$ cat src/rtl/elevator_scheduler.sv
// SCAN elevator car controller: serves latched floor requests, steps the car one floor per
// travel period, holds the door open while clearing the served request.
module elevator_scheduler #(
    parameter int NUM_FLOORS    = 8,
    parameter int TRAVEL_CYCLES = 16,
    parameter int DOOR_CYCLES   = 32
) (
    input  logic       clk,
    input  logic       reset,
    input  logic [7:0] req,
    input  logic       hold,
    output logic [7:0] clr,
    output logic [2:0] floor,
    output logic       dir,
    output logic       moving,
    output logic       door_open
);
    localparam int TMAX = (TRAVEL_CYCLES > DOOR_CYCLES) ? TRAVEL_CYCLES : DOOR_CYCLES;
    localparam int TW   = $clog2(TMAX + 1);
    localparam logic [TW-1:0] TRAVEL_RELOAD = TW'(TRAVEL_CYCLES - 1);
    localparam logic [TW-1:0] DOOR_RELOAD   = TW'(DOOR_CYCLES - 1);
    localparam logic [2:0]    TOP_FLOOR     = 3'(NUM_FLOORS - 1);

    typedef enum logic [1:0] {IDLE, MOVING, DOOR} state_t;

    state_t          state, nxt_state;
    logic [2:0]      nxt_floor;
    logic            nxt_dir;
    logic [TW-1:0]   timer, nxt_timer;
    logic [7:0]      reqm;
    logic [2:0]      eval_floor;
    logic            at_end, step_now, here, above, below;

    always_ff @(posedge clk) begin
        if (!reset) begin
            state <= IDLE;
            floor <= 3'd0;
            dir   <= 1'b1;
            timer <= '0;
        end else begin
            state <= nxt_state;
            floor <= nxt_floor;
            dir   <= nxt_dir;
            timer <= nxt_timer;
        end
    end

    // The arrival decision looks at the floor the car is about to reach, so the car
    // continues, stops or reverses on the same edge it steps.
    always_comb begin
        for (int i = 0; i < 8; i++) reqm[i] = (i < NUM_FLOORS) && req[i];
        at_end     = dir ? (floor == TOP_FLOOR) : (floor == 3'd0);
        step_now   = (state == MOVING) && (timer == '0);
        eval_floor = floor;
        if (step_now && !at_end) eval_floor = dir ? floor + 3'd1 : floor - 3'd1;
        here  = 1'b0;
        above = 1'b0;
        below = 1'b0;
        for (int i = 0; i < 8; i++) begin
            if (3'(i) == eval_floor) here  = here  | reqm[i];
            if (3'(i) >  eval_floor) above = above | reqm[i];
            if (3'(i) <  eval_floor) below = below | reqm[i];
        end
    end

    always_comb begin
        nxt_state = state;
        nxt_floor = floor;
        nxt_dir   = dir;
        nxt_timer = timer;
        if (state == DOOR) begin
            if (hold)              nxt_timer = DOOR_RELOAD;
            else if (timer == '0)  nxt_state = IDLE;
            else                   nxt_timer = timer - 1'b1;
        end else if (state == MOVING && !step_now) begin
            nxt_timer = timer - 1'b1;
        end else begin
            // IDLE, or MOVING at the end of a travel period
            nxt_floor = eval_floor;
            if (here) begin
                nxt_state = DOOR;
                nxt_timer = DOOR_RELOAD;
            end else if (dir ? above : below) begin
                nxt_state = MOVING;
                nxt_timer = TRAVEL_RELOAD;
            end else if (dir ? below : above) begin
                nxt_state = MOVING;
                nxt_dir   = ~dir;
                nxt_timer = TRAVEL_RELOAD;
            end else begin
                nxt_state = IDLE;
                nxt_timer = '0;
            end
        end
    end

    always_comb begin
        clr       = 8'h00;
        moving    = (state == MOVING);
        door_open = (state == DOOR);
        if (state == DOOR) clr[floor] = 1'b1;
    end
endmodule
$ cat config.mk
export PLATFORM = sky130hd
export DESIGN_NAME = elevator_scheduler
export DESIGN_NICKNAME = d
export VERILOG_FILES = /design/src/rtl/elevator_scheduler.sv
export SDC_FILE = /design/constraint.sdc
export NUM_CORES = 1
export LEC_CHECK = 0
export BUFFER_PORTS_ARGS = -buffer_cell sky130_fd_sc_hd__buf_2
export CAP_MARGIN = 10
export CORE_MARGIN = 3
export CORE_UTILIZATION = 25
export DETAILED_ROUTE_END_ITERATION = 12
export HOLD_SLACK_MARGIN = 0.06
export PLACE_DENSITY = 0.45
export SYNTH_ARGS = -nofsm -noshare
export SYNTH_HDL_FRONTEND = slang
export SYNTH_SLANG_ARGS = --single-unit
$ cat constraint.sdc
create_clock -name clk -period 3 [get_ports clk]
set_input_delay 0.15 -clock clk [delete_from_list [all_inputs] [get_ports clk]]
set_output_delay 0.15 -clock clk [all_outputs]
set_load 0.1 [all_outputs]
==> results.tsv, run 1 <==
metric	value	unit
run_status	finished clean	
synthMuxAreaShare	3.34	%
startpoint	timer[1]	
slew_headroom	54.9	%
synth_cell_types	63	
finalHoldViolations	0	
fillers	556	
power_density	418	mW/mm²
setup_viol	0	
synth_compound_area_share	25.9	%
synth_top_family_by_area	simple AND/OR/NAND/NOR gates	
dieArea	0.00631	mm²
whs_path_depth	2	
die_w	79.4	µm
ys_top_cells_by_area	dfxtp_1, nor3_1, nor2_1	
worstPathArrival	2.84	ns
cts.sinks	12	
endpoint_kind	flop	
cp_num_buf_inv	2	
grt_use_total	15.0	%
fin_crit	2.74	ns
place.port_buffers	24	
htree_levels	1	
dr.pass1.iters	4	
yosysSeqAreaShare	17.8	%
cts_tree	done	
yosysMostFrequentCell	nor2_1	
first_global_vias	1444	
cp_top_family	simple AND/OR/NAND/NOR gates	
drive_gt1_share	34.1	%
syn_area_per_cell	7.70	µm²
wire_per_inst	16.2	µm
grt_pass1_wl	7.47	mm
diodes	0	
r2r_start	timer[1]	
root_buffer	clkbuf_8	
netlist_instances	175	
critical_path_depth	11	
cp_max_fo	5	
area_delta_synth_final	26.2	%
viasPerCell	5.37	
met3_usage	2.14	%
ant_nets	0	
power	0.712	mW
clock_latency	0.24	ns
synthArstFlopShare	0	%
synth-adder-area-share	2.41	%
cp-start-kind	flop	
synth_edf_count	0	
yosysWarnings	0	
critPathSlowestCell	dfxtp_1	
route.vias.total	1478	
antenna_found_initial	0	
crit_required	3.11	ns
hold_slack	0.176	ns
fp.dieH	79.4	µm
rsz0062_at_grt	no	
maxSlewViolCount	0	
synth_top_area_share	17.8	%
ir_drop	0.288	mV
core_area	0.00517	mm²
ios	25	
leakagePower	0.665	nW
row_count	26	
yosysTopAreaCell	dfxtp_1	
yosys_register_bits	12	
fin_crit_sh	91.2	%
top_usage_layer	met2	
hold_class	in -> reg	
synthSimpleGateAreaFrac	38.3	%
gr-usage-met1	20.4	%
critPathKind	reg -> reg	
placed_area	0.00164	mm²
tightestPinTransition	0.670	ns
reg2reg_depth	11	
fin_area	0.00170	mm²
synthXorXnorAreaFrac	4.55	%
synth_common_cells	nor2_1, nor3_1, dfxtp_1, nand2_1, inv_1	
start_util	26.1	%
synthFlopType	dfxtp_1	
dp.final_hpwl	3.52	mm
crit_chain	inv_1, ha_1, and2b_1, and4_1, a21oi_1, buf_4, o221a_2, nor4_4, nand4_2, nor3_2, o32ai_1	
fin_nets	219	
drv_cap	0	
drc	0	
min_from	reset	
cpPeakStageDelay	0.33	ns
cts.path.max_buffers	2	
drt_iter0_drc	184	
finalWirelength	4.45	mm
path_clk_slew	0.06	ns
max_freq	365	MHz
grt_max_degree	20	
met2_usage	24.2	%
synth.net_count	188	
grt_overflow	0	
netlist_area	0.00135	mm²
gp_congestion	0.894	
skew	0.00420	ns
cts_made_buffers	3	
==> kinds of logic (layout without fill, tap and decap cells) <==
kind of cell / count (synthesis) / in the layout
AO/OA/AOI/OAI: 45 / 45
XOR/XNOR: 7 / 7
adder cells (fa/ha/maj): 2 / 2
buffers and inverters: 22 / 52
flip-flops: 12 / 12
multiplexers: 2 / 2
AND/OR/NAND/NOR: 85 / 85
==> worst reg2reg max path: cells and delay by family (launching register included) <==
family / cells / cell delay [ns]
adder cells (fa/ha/maj): 1 / 0.22
AND/OR/NAND/NOR: 5 / 1.30
flip-flops: 1 / 0.33
buffers and inverters: 2 / 0.23
AO/OA/AOI/OAI: 3 / 0.52
==> flip-flops by register name, indices dropped and copies added (netlist names) <==
| register | flops |
|---|---|
| floor | 3 |
| state | 2 |
| dir | 1 |
| timer | 6 |
==> repair_timing <==
action,in CTS,in global routing
endpoints found under the setup margin,0,5
resized for setup,0,1
hold endpoints to repair,0,0
setup buffers,0,0
hold buffers,0,0
==> through the flow <==
stage / worst slack (ns) / TNS, ns / utilization, % / instances
final: 0.263 / 0 / 32.9 / 275
after global routing: 0.0228 / 0 / 32.9 / 275
after CTS: 0.109 / 0 / 32.8 / 275
after detailed placement: 0.118 / 0 / 31.8 / 271
after global placement: 0.0838 / 0 / 31.8 / 271
after floorplan: -0.714 / -2.01 / - / 175
==> placed cells by master (no fill, tap or decap), drive strengths merged, types with 6 or more instances in the layout <==
master	n
nor2	17
nand2	13
nor3	17
buf	37
inv	10
nand4	6
nand3	8
dfxtp	12
a21oi	8
o21ai	7
==> layout make-up <==
cell class | instances | area (µm²) | share of cell area (%)
sequential | 12 | 250 | 14.7
inverter | 11 | 41.3 | 2.43
multi-input combinational | 141 | 1050 | 61.7
clock buffer | 4 | 55.1 | 3.24
tap | 70 | 87.6 | 5.15
timing repair buffer | 37 | 218 | 12.8
==> power breakdown <==
part	total [mW]	switching, mW	internal [mW]	leakage [nW]
sequential	0.196	0.0166	0.179	0.101
clock	0.179	0.0627	0.116	0.0288
combinational	0.337	0.226	0.111	0.535
total	0.712	0.305	0.407	0.665
==> worst paths after layout <==
path,slack (ns),end
max,0.26,timer[0]
min,0.18,floor[1]
max reg2reg,0.26,timer[0]
min reg2reg,0.56,timer[5]
==> metal layers <==
layer	part of all wire (%)	vias up	wire [µm]
met1	44	690	1960
met5	0	-	0
met3	7.0	4	313
li1	-	728	-
met2	48	56	2140
met4	0.70	0	31
Note: power is estimated with default switching activity, not from simulation.
==> run 2, diff against run 1 <==
- ABC_AREA: default -> 1
- CORE_UTILIZATION: 25 -> 48
- PLACE_DENSITY: 0.45 -> 0.76
==> run 2 against run 1 <==
Effect of this change:
- flip-flop and latch count unchanged
- synthesized area down 14%
- critical path type unchanged
- first-iteration DRC count down 77%
- clock power down 46%
- core utilization up 27 points
- fmax up 9.3%
- final area down 21%
- largest cell class unchanged
- combinational power down 41%
- via count down 18%
- largest power group unchanged
- hold slack worse by 0.051 ns
==> results.tsv, run 2 <==
metric	value	unit	change
run_status	finished clean		
seqCellArea	243	µm²	-3.0%
dp.final_hpwl	2.19	mm	-38%
post_cts_buffers	0		unchanged
synth_cell_types	29		-54%
yosysMostFrequentCell	nand2_1		
postCtsHoldBufs	0		unchanged
synth_common_cells	nand2_1, inv_1, nor2_1, dfxtp_1, a21oi_1		
largest-register	timer		
yosys_register_bits	12		unchanged
crit_chain	inv_1, fa_1, nand3b_1, nand2_1, nand3_2, nand2_8, inv_2, nor2_4, nand2_2, nand2_1, a21oi_1, nor3_4, nand3_2, nand2_2, inv_2, o21ai_2, nor2_1		
met2_usage	30.9	%	+6.7 points
fillers	218		-61%
synth_top_area_share	20.8	%	+2.9 points
leakagePower	0.715	nW	+7.6%
skew	0.00711	ns	+0.00291 ns
dr.pass1.iters	4		unchanged
grt_overflow	0		unchanged
route.vias.total	1213		-18%
post_cts_resized	0		unchanged
antenna_found_initial	0		unchanged
cts_made_buffers	3		unchanged
start_util	51.3	%	+25 points
viasPerCell	5.03		-6.4%
power_density	360	mW/mm²	-14%
max_freq	399	MHz	+9.3%
grt_max_degree	10		-50%
ios	25		unchanged
final_util	59.5	%	+27 points
fin_nets	228		+4.1%
path_clk_slew	0.07	ns	about the same
place.port_buffers	24		unchanged
crit_required	3.17	ns	+0.06 ns
cpPeakStageDelay	0.42	ns	+0.09 ns
finalWirelength	2.57	mm	-42%
finalHoldViolations	0		unchanged
yosysTopAreaCell	dfxtp_1		
wire_per_inst	10.7	µm	-34%
fp.dieH	55.1	µm	-31%
syn_area_per_cell	6.19	µm²	-20%
yosysSeqAreaShare	20.8	%	+2.9 points
fin_crit_sh	83.4	%	-7.8 points
grt_pass1_wl	4.12	mm	-45%
setup_tns	0	ns	unchanged
endpoint_kind	flop		
critPathSlowestCell	dfxtp_2		
fin_area	0.00134	mm²	-21%
cts.sinks	12		unchanged
ant_nets	0		unchanged
ys_top_cells_by_area	dfxtp_1, nand2_1, inv_1		
dieArea	0.00304	mm²	-52%
ir_drop	0.200	mV	-31%
drive_gt1_share	30.0	%	-4.1 points
root_buffer	clkbuf_4		
setup_viol	0		unchanged
synth.net_count	200		+6.4%
row_count	17		-35%
netlist_area	0.00116	mm²	-14%
cp_top_family	simple AND/OR/NAND/NOR gates		
mostFrequentLayoutCells	nand2_1, inv_1, nor2_1, buf_2, a21oi_1		
worstPathArrival	2.67	ns	-0.17 ns
cp-start-kind	flop		
cp_num_buf_inv	3		+1
multi_input_area	791	µm²	-25%
gp_congestion	0.897		+0.40%
critPathKind	reg -> reg		
area_delta_synth_final	16.0	%	
drt_iter0_drc	42		-77%
clock_latency	0.27	ns	+0.03 ns
slew_headroom	67.3	%	+12 points
final_common_cell	nand2_1		
first_global_vias	970		-33%
synth_edf_count	0		unchanged
die_w	55.1	µm	-31%
rsz0062_at_grt	no		
largest_reg_flops	6		unchanged
met3_usage	3.22	%	+1.1 points
reg_top3	timer (6), floor (3), state (2)		
yosysWarnings	0		unchanged
synthArstFlopShare	0	%	unchanged
cp_max_fo	8		+3
cts_tree	done		
fin_crit	2.50	ns	-0.233 ns
drv_cap	0		unchanged
diodes	0		unchanged
core_area	0.00225	mm²	-56%
gr-usage-met1	24.9	%	+4.5 points
tightestPinTransition	0.494	ns	-0.176 ns
grt_use_total	18.6	%	+3.6 points
drc	0		unchanged
htree_levels	1		unchanged
cts.path.max_buffers	2		unchanged
power	0.483	mW	-32%
placed_area	0.00132	mm²	-20%
hold_class	in -> reg		
maxSlewViolCount	0		unchanged
synthFlopType	dfxtp_1		
top_usage_layer	met2		
netlist_instances	187		+6.9%
hold_slack	0.125	ns	-0.0510 ns
[run 2: path summary, 6_finish.rpt]
kind | from | to | slack [ns] | cells after the start
max | floor[1] | timer[2] | 0.50 | 17
min | reset | dir | 0.13 | 2
max reg2reg | floor[1] | timer[2] | 0.50 | 17
min reg2reg | timer[5] | timer[5] | 0.48 | 1
[run 2: power by group]
part,switching (mW),total (mW),internal (mW)
Combinational,0.144,0.199,0.0551
Clock,0.0496,0.0960,0.0464
Sequential,0.0138,0.189,0.175
[run 2: metrics by stage]
step,instances,worst slack (ns)
5_1_grt,241,0.223
3_3_place_gp,238,0.590
6_report,241,0.497
4_1_cts,241,0.480
2_1_floorplan,187,0.0544
3_5_place_dp,238,0.499
[run 2: kinds of logic after synthesis]
kind of cell	after synthesis	share of synthesized area [%]
AND/OR/NAND/NOR	108	49.5
AO/OA/AOI/OAI	28	14.2
XOR/XNOR	1	0.757
flip-flops	12	20.8
adder cells (fa/ha/maj)	2	2.81
buffers and inverters	36	12.0
[run 2: per-layer routing]
layer / wire length [µm] / share of wire, %
met4: 29 / 1.1
met1: 1190 / 46
met5: 0 / 0
met2: 1240 / 48
met3: 111 / 4.3
[run 2: cell type report]
class / count / area share [%]
repair buffers: 24 / 8.95
well taps: 28 / 2.61
multi-input cells: 139 / 58.9
clock buffers: 3 / 1.68
flip-flops and latches: 12 / 18.1
inverters: 35 / 9.79
==> run 3, diff against run 2 <==
- clock period: 3 -> 2.1 ns (I/O delays scaled with it)
==> run 3 against run 2 <==
Effect of this change:
- the run now ends with negative setup slack left
- register-to-register slack lost 0.79 ns
- power grew 67%
- combinational power grew 97%
- global-route usage grew 5.7 points
- hold slack lost 0.060 ns
- sequential share of layout area shrank 3.4 points
- core utilization grew 18 points
- sequential power grew 38%
- flip-flop and latch count is the same
- worst setup slack lost 0.79 ns
- fmax grew 4.7%
- largest power group unchanged
==> results.tsv, run 3 (same netlist as run 2, synthesis figures left out) <==
metric	value	unit	change
multi_input_area	918	µm²	+16%
dieArea	0.00304	mm²	unchanged
place.port_buffers	24		unchanged
run_status	finished with violations		
wire_per_inst	12.4	µm	+16%
worstPathArrival	2.55	ns	-0.12 ns
cts.sinks	12		unchanged
gp_congestion	0.987		+9.9%
leakagePower	0.874	nW	+22%
max_freq	418	MHz	+4.7%
grt_pass1_wl	5.40	mm	+31%
setup_tns	-1.24	ns	-1.24 ns
ir_drop	0.519	mV	+160%
final_common_cell	nand2_1		
fin_area	0.00174	mm²	+30%
power_density	464	mW/mm²	+29%
critPathKind	reg -> reg		
ios	25		unchanged
finalWorstSetupSlack	-0.291	ns	-0.788 ns
cts.path.max_buffers	2		unchanged
route.vias.total	1395		+15%
cts_made_buffers	3		unchanged
reg_top3	timer (6), floor (3), state (2)		
area_delta_synth_final	50.5	%	
first_global_vias	1313		+35%
finalHoldViolations	0		unchanged
reg2reg_depth	13		-4
cts_tree	done		
fin_crit_sh	114	%	+30 points
clock_latency	0.28	ns	about the same
start_util	51.3	%	unchanged
mostFrequentLayoutCells	nand2_1, buf_4, buf_2, inv_1, nor2_1		
viasPerCell	5.11		+1.5%
slew_headroom	67.2	%	-0.070 points
dpl_worst_slack	-0.164	ns	-0.663 ns
diodes	0		unchanged
fin_crit	2.39	ns	-0.112 ns
antenna_found_initial	0		unchanged
ant_nets	0		unchanged
die_w	55.1	µm	unchanged
setup_viol	8		+8
dr.pass1.iters	6		+2
grt_max_degree	9		-1
cp-start-kind	flop		
endpoint_kind	flop		
fin_nets	259		+14%
whs_path_depth	2		unchanged
root_buffer	clkbuf_4		
skew	0.00231	ns	-0.00480 ns
fillers	177		-19%
path_clk_slew	0.08	ns	about the same
largest-register	timer		
crit_required	2.26	ns	-0.91 ns
htree_levels	1		unchanged
drt_iter0_drc	37		-12%
hold_class	in -> reg		
rsz0062_at_grt	yes		
drv_cap	0		unchanged
violations	negative setup slack		
grt_overflow	0		unchanged
seqCellArea	255	µm²	+5.2%
dp.final_hpwl	2.67	mm	+22%
tightestPinTransition	0.495	ns	+0.00105 ns
grt_use_total	24.4	%	+5.7 points
placed_area	0.00163	mm²	+23%
final_util	77.2	%	+18 points
finalWirelength	3.39	mm	+32%
largest_reg_flops	6		unchanged
drive_gt1_share	49.0	%	+19 points
row_count	17		unchanged
fp.dieH	55.1	µm	unchanged
drc	0		unchanged
core_area	0.00225	mm²	unchanged
maxSlewViolCount	0		unchanged
cp_max_fo	5		-3
[run 3: what timing repair did]
action                     in CTS  in global routing
pin swaps                       2                  8
hold buffers                    0                  0
setup endpoints to repair       8                  8
resized for setup               8                 10
buffers inserted                1                  2
hold endpoints to repair        0                  0
[run 3: power breakdown]
part / switching, mW / internal [mW] / total, mW
registers: 0.0155 / 0.245 / 0.260
clock network: 0.0853 / 0.0691 / 0.154
logic: 0.256 / 0.137 / 0.393
total: 0.357 / 0.451 / 0.808
[run 3: final cells by class]
type	instances	area share, %
Sequential cell	12	14.7
Timing Repair Buffer	55	21.0
Multi-Input combinational cell	139	52.7
Clock buffer	3	1.29
Tap cell	28	2.01
Inverter	35	8.12
Clock inverter	1	0.216
[run 3: stage by stage]
step / power (mW) / std cells / hold slack (ns)
finish: 0.808 / 273 / 0.0655
global route: 0.854 / 273 / 0.0698
CTS: 0.790 / 271 / 0.0628
detailed placement: 0.623 / 266 / 0.361
global placement: 0.607 / 266 / 0.366
floorplan: 0.508 / 187 / 0.183
[run 3: layer usage]
layer | vias to the layer above | wire (µm) | GRT usage, % | share of wire, %
met5 | - | 0 | 0 | 0
met4 | 0 | 69 | 5.67 | 2.0
met3 | 11 | 219 | 4.83 | 6.5
met2 | 50 | 1790 | 46.3 | 53
met1 | 631 | 1310 | 27.5 | 39
li1 | 703 | - | - | -
[run 3: worst paths after layout]
path	startpoint	endpoint	slack, ns
hold / removal	reset	dir	0.07
setup reg to reg	floor[0]	dir	-0.29
setup / recovery	floor[0]	dir	-0.29
hold reg to reg	timer[5]	timer[5]	0.53
[run 3: critical path: stages, from the launching register on]
cell and delay, ns:
dfxtp_4 0.36, inv_4 0.03, fa_2 0.55, nand3b_1 0.15, nand2_4 0.11, inv_4 0.08
nor2_4 0.03, nand2_1 0.09, nand2_1 0.07, a21oi_2 0.18, nor3_4 0.07, buf_4 0.16
nor3_1 0.22, o221ai_1 0.15
